## config.mk

```make
export PLATFORM = sky130hd
export DESIGN_NAME = pipe_stage_reg
export DESIGN_NICKNAME = d
export VERILOG_FILES = /design/src/rtl/pipe_stage_reg.sv
export SDC_FILE = /design/constraint.sdc
export NUM_CORES = 1
export LEC_CHECK = 0
export CAP_MARGIN = 0
export CORE_MARGIN = 1
export CORE_UTILIZATION = 23
export DETAILED_ROUTE_END_ITERATION = 6
export GPL_ROUTABILITY_DRIVEN = 0
export PLACE_DENSITY = 0.6
export SETUP_SLACK_MARGIN = 0.4
export SLEW_MARGIN = 20
export SYNTH_ARGS = -nofsm -noshare
export SYNTH_HDL_FRONTEND = slang
export SYNTH_SLANG_ARGS = --single-unit
export TNS_END_PERCENT = 20
```

## constraint.sdc

```tcl
create_clock -name clk -period 2 [get_ports clk]
set_input_delay 0.2 -clock clk [delete_from_list [all_inputs] [get_ports clk]]
set_output_delay 0.2 -clock clk [all_outputs]
set_load 0.03 [all_outputs]
```

## src/rtl/pipe_stage_reg.sv

```systemverilog
// pipe_stage_reg: pipeline stage register with flush, freeze (hold or bubble), operand forwarding and stall counting
module pipe_stage_reg #(
    parameter int DW        = 16,
    parameter int NOPS      = 2,
    parameter int NFWD      = 3,
    parameter int CTRLW     = 3,
    parameter int HOLD_MODE = 1,
    parameter int CW        = 8
) (
    input  logic                 clk,
    input  logic                 rst,
    input  logic                 freeze,
    input  logic                 br_taken,
    input  logic                 valid_in,
    input  logic [DW-1:0]        pc_in,
    input  logic [DW-1:0]        pc2_in,
    input  logic [DW-1:0]        IR_in,
    input  logic [CTRLW-1:0]     alu_ctrl_in,
    input  logic                 reg_wr_en_in,
    input  logic                 mem_wr_en_in,
    input  logic [NOPS*DW-1:0]   opnd_in,
    input  logic [NFWD*DW-1:0]   fwd_data,
    input  logic [NOPS*NFWD-1:0] fwd_en,
    output logic                 valid_out,
    output logic [DW-1:0]        pc_out,
    output logic [DW-1:0]        pc2_out,
    output logic [DW-1:0]        IR_out,
    output logic [CTRLW-1:0]     alu_ctrl_out,
    output logic                 reg_wr_en_out,
    output logic                 mem_wr_en_out,
    output logic [NOPS*DW-1:0]   opnd_out,
    output logic [CW-1:0]        stall_cnt,
    output logic                 stall_sat
);

    logic [NOPS*DW-1:0] opnd_sel;
    logic [NOPS*DW-1:0] opnd_frz;
    logic [NOPS-1:0]    fwd_any;

    // Per-channel forwarding mux: scanning from the top down lets the lowest source index win
    always_comb begin
        opnd_sel = opnd_in;
        opnd_frz = opnd_out;
        fwd_any  = '0;
        for (int j = 0; j < NOPS; j++) begin
            for (int k = NFWD - 1; k >= 0; k--) begin
                if (fwd_en[j*NFWD+k]) begin
                    opnd_sel[j*DW +: DW] = fwd_data[k*DW +: DW];
                    fwd_any[j] = 1'b1;
                end
            end
            if (fwd_any[j]) opnd_frz[j*DW +: DW] = opnd_sel[j*DW +: DW];
        end
    end

    // Stage register: reset beats flush, flush beats freeze, freeze beats advance
    always_ff @(posedge clk) begin
        if (rst) begin
            valid_out     <= 1'b0;
            pc_out        <= '0;
            pc2_out       <= '0;
            IR_out        <= '0;
            alu_ctrl_out  <= '0;
            reg_wr_en_out <= 1'b0;
            mem_wr_en_out <= 1'b0;
            opnd_out      <= '0;
        end else if (br_taken) begin
            valid_out     <= 1'b0;
            pc_out        <= pc_in;
            pc2_out       <= pc2_in;
            IR_out        <= IR_in;
            alu_ctrl_out  <= alu_ctrl_in;
            reg_wr_en_out <= 1'b0;
            mem_wr_en_out <= 1'b0;
            opnd_out      <= opnd_sel;
        end else if (freeze) begin
            if (HOLD_MODE == 0) begin
                valid_out     <= 1'b0;
                pc_out        <= '0;
                pc2_out       <= '0;
                IR_out        <= '0;
                alu_ctrl_out  <= '0;
                reg_wr_en_out <= 1'b0;
                mem_wr_en_out <= 1'b0;
                opnd_out      <= '0;
            end else begin
                opnd_out <= opnd_frz;
            end
        end else begin
            valid_out     <= valid_in;
            pc_out        <= pc_in;
            pc2_out       <= pc2_in;
            IR_out        <= IR_in;
            alu_ctrl_out  <= alu_ctrl_in;
            reg_wr_en_out <= reg_wr_en_in & valid_in;
            mem_wr_en_out <= mem_wr_en_in & valid_in;
            opnd_out      <= opnd_sel;
        end
    end

    // Stall counter: counts frozen cycles of a live instruction, saturating, cleared on any non-freeze
    always_ff @(posedge clk) begin
        if (rst || br_taken || !freeze) stall_cnt <= '0;
        else if (valid_out && !stall_sat) stall_cnt <= stall_cnt + CW'(1);
    end

    assign stall_sat = &stall_cnt;

endmodule

```

==> results of run 1 <==
sequential cells by signal, indices dropped and copies added (netlist names):
register       cells
stall_cnt          8
opnd_out          32
alu_ctrl_out       3
mem_wr_en_out      1
pc_out            16
reg_wr_en_out      1
pc2_out           16
IR_out            16
valid_out          1
worst paths after layout:
check	to	slack, ps	cells after the start
worst max-delay path	stall_sat	360	4
worst min-delay path	pc2_out[14]	240	2
worst max register to register	stall_cnt[6]	530	5
worst min register to register	alu_ctrl_out[0]	450	2
worst register-to-register path: stages, from the launching register on:
cell and delay, ps:
dfxtp_2 360, ha_1 170, buf_4 130, nand3_1 110, or4_1 410, and3_1 180
area by class of cell:
type / count / area (sq um) / share of cell area
clock inverters: 3 / 20.0 / 0.00267
flip-flops and latches: 94 / 1880 / 0.251
clock buffers: 12 / 256 / 0.0342
diodes: 2 / 5.00 / 0.000667
inverters: 2 / 7.51 / 0.00100
repair buffers: 264 / 2640 / 0.352
multi-input cells: 369 / 2360 / 0.315
well taps: 260 / 325 / 0.0434
layer usage:
layer  vias up  GRT usage  share of wire
li1       2305          -              -
met1      2180      0.216           0.42
met3        34     0.0442          0.061
met2       160      0.292           0.49
met5         -          0        0.00073
met4         2     0.0801          0.032
what timing repair did:
item	CTS	global route
gates resized for setup	10	12
gates cloned	0	0
buffers inserted	0	0
endpoints found under the setup margin	39	63
cell families after synthesis:
group / count (synthesis)
AND/OR/NAND/NOR: 205
AO/OA/AOI/OAI: 127
flip-flops: 94
buffers and inverters: 52
multiplexers: 36
adder cells (fa/ha/maj): 1
power breakdown:
group / total (uW) / leakage [uW] / internal [uW] / switching [uW]
logic: 1240 / 0.00196 / 625 / 616
registers: 2050 / 0.000778 / 1990 / 60.8
clock network: 1640 / 0.000131 / 903 / 735
synth_stat cells, types with 3 or more instances:
master	n	area share
a211oi_1	7	0.012
a211oi_2	10	0.028
a21oi_1	57	0.064
a222oi_1	15	0.034
a311oi_1	6	0.012
a311oi_2	10	0.034
buf_1	4	0.0034
buf_2	4	0.0045
buf_6	4	0.010
clkbuf_1	38	0.032
dfxtp_1	94	0.42
mux2_1	3	0.0076
mux2_2	29	0.073
mux2i_1	4	0.0090
nand2_1	126	0.11
nand2b_1	20	0.028
nand4_1	3	0.0042
nor2b_1	3	0.0042
nor3_1	35	0.039
o211ai_1	16	0.027
metrics by stage:
step	area, sq um	hold WS [ps]
2_1_floorplan	4470	279
3_3_place_gp	7190	438
4_1_cts	7460	235
6_report	7500	239
3_5_place_dp	7190	442
5_1_grt	7500	243
==> results.cfg, run 1 <==
[synthesis]
synth_cells = 515
yosysSeqAreaShare = 0.423
synth_fa_ha_area_frac = 0.00281
synth-seq-cells = 94
synth_cell_type_count = 39
synthArstFlopShare = 0
synthMuxAreaShare = 0.0900
syn_avg_cell_area_sq_um = 8.64
synth-compound-area-share = 0.220
synth_top_family_by_area = compound AO/OA/AOI/OAI gates
synth_nets = 660
synth_edf_count = 0
synth_ff_type = dfxtp_1
synthXorXnorAreaFrac = 0
synth-simple-area-share = 0.213
ys_warn_count = 0
syn-cell-area_sq_um = 4450

[outcome]
outcome = finished clean

[worst_setup_path]
critPathArrivalTime_ps = 1440
slowest_stage = dfxtp_2
crit_type = reg -> out
cp_top_family = flip-flops
worstSetupStartpoint = stall_cnt[1]
end_kind = output port
worstPathMaxFanout = 5
cp.required_ps = 1800
cp_num_buf_inv = 1
reg2reg_from = stall_cnt[1]
slowest_delay_ps = 360
cp-start-kind = register
crit_path_cell_trace = ha_1 -> and3_1 -> and2_1 -> buf_2

[floorplan]
die_x_microns = 141
core-area_sq_um = 18800
dieArea_sq_um = 19900
initial_core_util = 0.236
ios = 239
fp.dieH_microns = 141
std_cell_rows = 50

[power]
p_leak_uw = 0.00287
vdd_drop_max_mv = 0.384
power_density_nw_per_um2 = 657
power_uw = 4930

[routing]
vias_per_cell = 4.65
detailroute.via_count = 4681
drcViolationCount = 0
wl_microns = 17700
dr.first_iter.drc_count = 352
drt-pass1-iter-count = 5
post_drt_wl_per_cell_microns = 17.6
postRouteAntennaNets = 0

[placement]
numPortBuffers = 238
pre_cts_ws_ps = -252
dp_cells = 989
dp_hpwl_microns = 13700

[cts]
cts_root_buffer = clkbuf_16
cts_tree = built
cts_hold_buf = 0
clk_latency_ps = 340
clk_path_buf_depth = 2
clk_pin_slew_worst_paths_ps = 70
htree_levels = 3
cts_made_buffers = 9
clock-sinks = 94

[finish]
final_cells = 1006
area_delta_synth_final_pct = 68.5
nFillCells = 1920
drive_gt1_frac = 0.134
final_cell_mix = clkdlybuf4s50_1, nand2_1, dfxtp_1, a21oi_1, nor3_1
final_common_cell = clkdlybuf4s50_1
final_util = 0.398
layout.nets = 885

[global_route]
grt_pass1_vias = 4456
grt_overflow_total = 0
antenna_found_initial = 3
grt_max_degree = 42
grt_pass1_wl_microns = 26400
grt.total_usage = 0.177

[sta]
hold_viol = 0
rsz0062_at_grt = true
final.setup.worst_slack_ps = 362
tightest_slew_ps = 714
post-route-min-period_ps = 1640
fmaxAchievable_mhz = 611
final_max_slew_viol_count = 0
setup_tns_ps = 0
max-slew-margin-rel = 0.523
min_period_over_period = 0.819
fin_skew_ps = 6.63
setup_violations = 0

[flow_run]
maxCapViolations = 0

[hold_path]
hold_path.class = in -> reg
min_from = rst
No activity file was read; power rests on OpenSTA's default activity.
==> run 2: changes to the inputs <==
==> constraint.sdc (replaced) <==
create_clock -name clk -period 1.7 [get_ports clk]
set_input_delay 0.17 -clock clk [delete_from_list [all_inputs] [get_ports clk]]
set_output_delay 0.17 -clock clk [all_outputs]
set_load 0.03 [all_outputs]
==> run 2 against run 1 <==
Against the previous run: wire length up 2.3%; first-iteration DRC count increased by 16%; sequential cell count unchanged; highest routed layer is now met4; critical endpoint is now opnd_out[13]; critical path depth down 3; largest cell class unchanged.
==> results.cfg, run 2 (synthesized netlist as in run 1, its figures left out) <==
[outcome]
outcome = finished clean

[placement]
dp_hpwl_microns = 13500
pre_cts_ws_ps = -423
numPortBuffers = 238
dp_cells = 992

[finish]
final_cell_mix = clkdlybuf4s50_1, nand2_1, dfxtp_1, a21oi_1, nor3_1
drive_gt1_frac = 0.172
layout.nets = 894
area_delta_synth_final_pct = 72.9
largest_register_ffs = 32
final_common_cell = clkdlybuf4s50_1
final_cells = 1017
top_register = opnd_out

[worst_setup_path]
worstPathMaxFanout = 2
cp_top_family = buffers and inverters
crit_type = reg -> out
cp_num_buf_inv = 1
end_kind = output port
cp.required_ps = 1530
slowest_delay_ps = 710
crit_path_cell_trace = clkdlybuf4s50_1
critPathArrivalTime_ps = 1390
slowest_stage = clkdlybuf4s50_1
cp-start-kind = register

[floorplan]
fp.dieH_microns = 141
die_x_microns = 141
std_cell_rows = 50
dieArea_sq_um = 19900
ios = 239
core-area_sq_um = 18800
initial_core_util = 0.236

[routing]
postRouteAntennaNets = 0
detailroute.via_count = 4682
drcViolationCount = 0
post_drt_wl_per_cell_microns = 17.8
wl_microns = 18100
vias_per_cell = 4.60
drt-pass1-iter-count = 6
dr.first_iter.drc_count = 409

[power]
vdd_drop_max_mv = 0.409
p_leak_uw = 0.00320
power_density_nw_per_um2 = 785

[cts]
clk_pin_slew_worst_paths_ps = 80
htree_levels = 3
clk_path_buf_depth = 2
cts_root_buffer = clkbuf_16
clock-sinks = 94
cts_made_buffers = 9
cts_hold_buf = 0
cts_tree = built
clk_latency_ps = 350

[sta]
fin_skew_ps = 9.05
final.setup.worst_slack_ps = 143
hold_viol = 0
fmaxAchievable_mhz = 642
post-route-min-period_ps = 1560
final_max_slew_viol_count = 0
max-slew-margin-rel = 0.539
setup_violations = 0
tightest_slew_ps = 691
rsz0062_at_grt = true
min_period_over_period = 0.916

[flow_run]
maxCapViolations = 0

[global_route]
grt_overflow_total = 0
antenna_found_initial = 3
grt_pass1_wl_microns = 27000
grt_max_degree = 52
grt_pass1_vias = 4486
grt.total_usage = 0.182

[hold_path]
hold_path.class = in -> reg
## run 2: cell types whose count changed in the layout (fill, tap and decap cells not counted), sizes merged, moves of 2 or more
| cell | before | now |
|---|---|---|
| buf | 28 | 41 |
| clkbuf | 12 | 10 |
| clkdlybuf4s15 | 0 | 9 |
| clkdlybuf4s50 | 224 | 185 |
| clkinvlp | 2 | 0 |
| dlygate4sd2 | 3 | 14 |
| dlymetal6s2s | 9 | 23 |
| inv | 2 | 6 |
## run 2: what timing repair did
action / 4_1_cts / 5_1_grt
gates cloned: 2 / 0
setup endpoints to repair: 132 / 119
setup buffers: 4 / 0
pin swaps: 4 / 0
gates resized for setup: 79 / 23
## run 2: stage by stage
step           hold slack, ps  instance area [sq um]   util  setup TNS, ps  power [uW]
5_1_grt                   213                   7690  0.409              0        6310
3_3_place_gp              437                   7210  0.383          -9550        3930
4_1_cts                   182                   7630  0.405              0        6130
6_report                  196                   7690  0.409              0        6040
3_5_place_dp              442                   7210  0.383          -9570        3930
2_1_floorplan             249                   4470      -              0        3140
## run 2: worst paths after layout
| path | slack, ps | cells after the start | to | start |
|---|---|---|---|---|
| hold reg to reg | 450 | 2 | IR_out[8] | IR_out[8] |
| setup reg to reg | 220 | 5 | stall_cnt[0] | stall_cnt[1] |
| hold / removal | 200 | 2 | pc2_out[9] | rst |
| setup / recovery | 140 | 1 | opnd_out[13] | opnd_out[13] |
## run 2: final cells by class
cell class	count	area (sq um)
Fill cell	1890	11100
Timing Repair Buffer	273	2760
Multi-Input combinational cell	369	2380
Sequential cell	94	1890
Tap cell	260	325
Clock buffer	10	239
Clock inverter	6	73.8
Inverter	2	7.51
Antenna cell	3	7.51
## run 2: routing by layer
| metal | GRT usage | part of all wire | routed length [microns] |
|---|---|---|---|
| met1 | 0.230 | 0.43 | 7760 |
| met2 | 0.286 | 0.48 | 8710 |
| met3 | 0.0394 | 0.054 | 973 |
| met4 | 0.105 | 0.036 | 660 |
| met5 | 0 | 0 | 0 |
## run 2: report_power, final
group / internal, uW / leakage [uW] / switching [uW]
combinational: 738 / 0.00227 / 729
sequential: 2330 / 0.000781 / 71.5
clock: 1210 / 0.000154 / 958
total: 4280 / 0.00320 / 1760
==> run 3: changes to the inputs <==
--- a/config.mk
+++ b/config.mk
@@ -10,7 +10,7 @@
 export CORE_UTILIZATION = 23
 export DETAILED_ROUTE_END_ITERATION = 6
 export GPL_ROUTABILITY_DRIVEN = 0
-export PLACE_DENSITY = 0.6
+export PLACE_DENSITY = 0.51
 export SETUP_SLACK_MARGIN = 0.4
 export SLEW_MARGIN = 20
 export SYNTH_ARGS = -nofsm -noshare
==> run 3 against run 2 <==
Against the previous run: clock-buffer cell count up 1; sequential cell count unchanged; highest routed layer unchanged; clock skew down 6.3 ps; first-iteration DRC count down 14%; critical path depth unchanged; combinational power up 3%; wire length up 1.9%; critical path type unchanged.
==> results.cfg, run 3 (synthesized netlist as in run 1, its figures left out) <==
[worst_setup_path]
slowest_delay_ps = 680
reg2reg_from = stall_cnt[1]
worstPathMaxFanout = 2
cp.required_ps = 1530
cp-start-kind = register
crit_path_cell_trace = clkdlybuf4s50_1
ff2ff_setup_slack_ps = 310
worstSetupStartpoint = opnd_out[8]
crit_type = reg -> out
critPathArrivalTime_ps = 1380
slowest_stage = clkdlybuf4s50_1
end_kind = output port
cp_num_buf_inv = 1
cp_top_family = buffers and inverters

[outcome]
outcome = finished clean

[finish]
final_cell_mix = clkdlybuf4s50_1, nand2_1, dfxtp_1, a21oi_1, nor3_1
design_area_sq_um = 7840
drive_gt1_frac = 0.195
nFillCells = 1850
multiInputGateArea_sq_um = 2430
final-seq-area_sq_um = 1900
area_delta_synth_final_pct = 76.1
largest_register_ffs = 32
top_register = opnd_out
final_common_cell = clkdlybuf4s50_1
layout.nets = 899

[routing]
post_drt_wl_per_cell_microns = 18.0
drcViolationCount = 0
postRouteAntennaNets = 0
vias_per_cell = 4.72
dr.first_iter.drc_count = 351
detailroute.via_count = 4824
wl_microns = 18400
drt-pass1-iter-count = 7

[cts]
cts_tree = built
clk_pin_slew_worst_paths_ps = 70
cts_root_buffer = clkbuf_16
clk_path_buf_depth = 2
cts_made_buffers = 9
htree_levels = 3
cts_hold_buf = 0
clk_latency_ps = 340
clock-sinks = 94

[power]
p_leak_uw = 0.00322
power_uw = 6030
power_density_nw_per_um2 = 770
vdd_drop_max_mv = 0.513

[global_route]
grt_max_degree = 53
grt_overflow_total = 0
antenna_found_initial = 4
grt.total_usage = 0.185
grt_pass1_wl_microns = 27800
grt_pass1_vias = 4793

[sta]
setup_violations = 0
min_period_over_period = 0.914
fin_skew_ps = 2.77
max-slew-margin-rel = 0.500
rsz0062_at_grt = true
fmaxAchievable_mhz = 643
tightest_slew_ps = 749
post-route-min-period_ps = 1550
hold_viol = 0
setup_tns_ps = 0
final_max_slew_viol_count = 0

[floorplan]
fp.dieH_microns = 141
dieArea_sq_um = 19900
std_cell_rows = 50
core-area_sq_um = 18800
die_x_microns = 141
initial_core_util = 0.236
ios = 239

[placement]
numPortBuffers = 238
placed_area_sq_um = 7260
dp_hpwl_microns = 14000

[flow_run]
maxCapViolations = 0

[hold_path]
min_from = rst
hold_path.class = in -> reg
-- run 3: cell types whose count changed in the layout (fill, tap and decap cells not counted), moves of 3 or more --
cell | previous run | this run
clkdlybuf4s15_1 | 2 | 8
a211oi_2 | 10 | 15
clkinvlp_4 | 0 | 3
buf_12 | 4 | 7
buf_6 | 1 | 6
inv_6 | 4 | 0
dfxtp_1 | 90 | 87
dfxtp_2 | 2 | 5
a211oi_1 | 7 | 2
clkdlybuf4s50_1 | 185 | 181
-- run 3: what timing repair did --
action	4_1_cts	5_1_grt
buffers inserted	6	0
cloned	3	0
pin swaps	9	0
endpoints found under the setup margin	184	108
gates resized for setup	110	21
-- run 3: final timing paths --
check / endpoint / depth (start not counted)
setup / recovery: opnd_out[8] / 1
hold / removal: IR_out[7] / 2
setup reg to reg: stall_cnt[6] / 5
hold reg to reg: pc_out[1] / 2
-- run 3: final cells by class --
class	instances	area share
diodes	4	0.00128
flip-flops and latches	94	0.242
clock inverters	5	0.00735
clock buffers	11	0.0323
multi-input cells	370	0.311
repair buffers	277	0.364
inverters	2	0.000958
well taps	260	0.0415
-- run 3: stage by stage --
stage / util / worst slack [ps] / std cells / hold slack (ps)
after floorplan: - / 156 / 515 / 249
after global placement: 0.386 / -493 / 994 / 439
after detailed placement: 0.386 / -666 / 994 / 442
after CTS: 0.413 / 125 / 1019 / 206
after global routing: 0.416 / 120 / 1023 / 211
final: 0.416 / 146 / 1023 / 222
-- run 3: metal layers --
layer / track usage / vias to the layer above / part of all wire
met2: 0.321 / 190 / 0.50
met1: 0.218 / 2266 / 0.42
met5: 0 / - / 0
li1: - / 2337 / -
met3: 0.0408 / 31 / 0.058
met4: 0.0784 / 0 / 0.029
-- run 3: report_power, final --
| part | switching, uW | internal (uW) | leakage [uW] |
|---|---|---|---|
| combinational | 748 | 764 | 0.00229 |
| sequential | 76.4 | 2340 | 0.000782 |
| clock | 891 | 1220 | 0.000144 |
| total | 1720 | 4320 | 0.00322 |
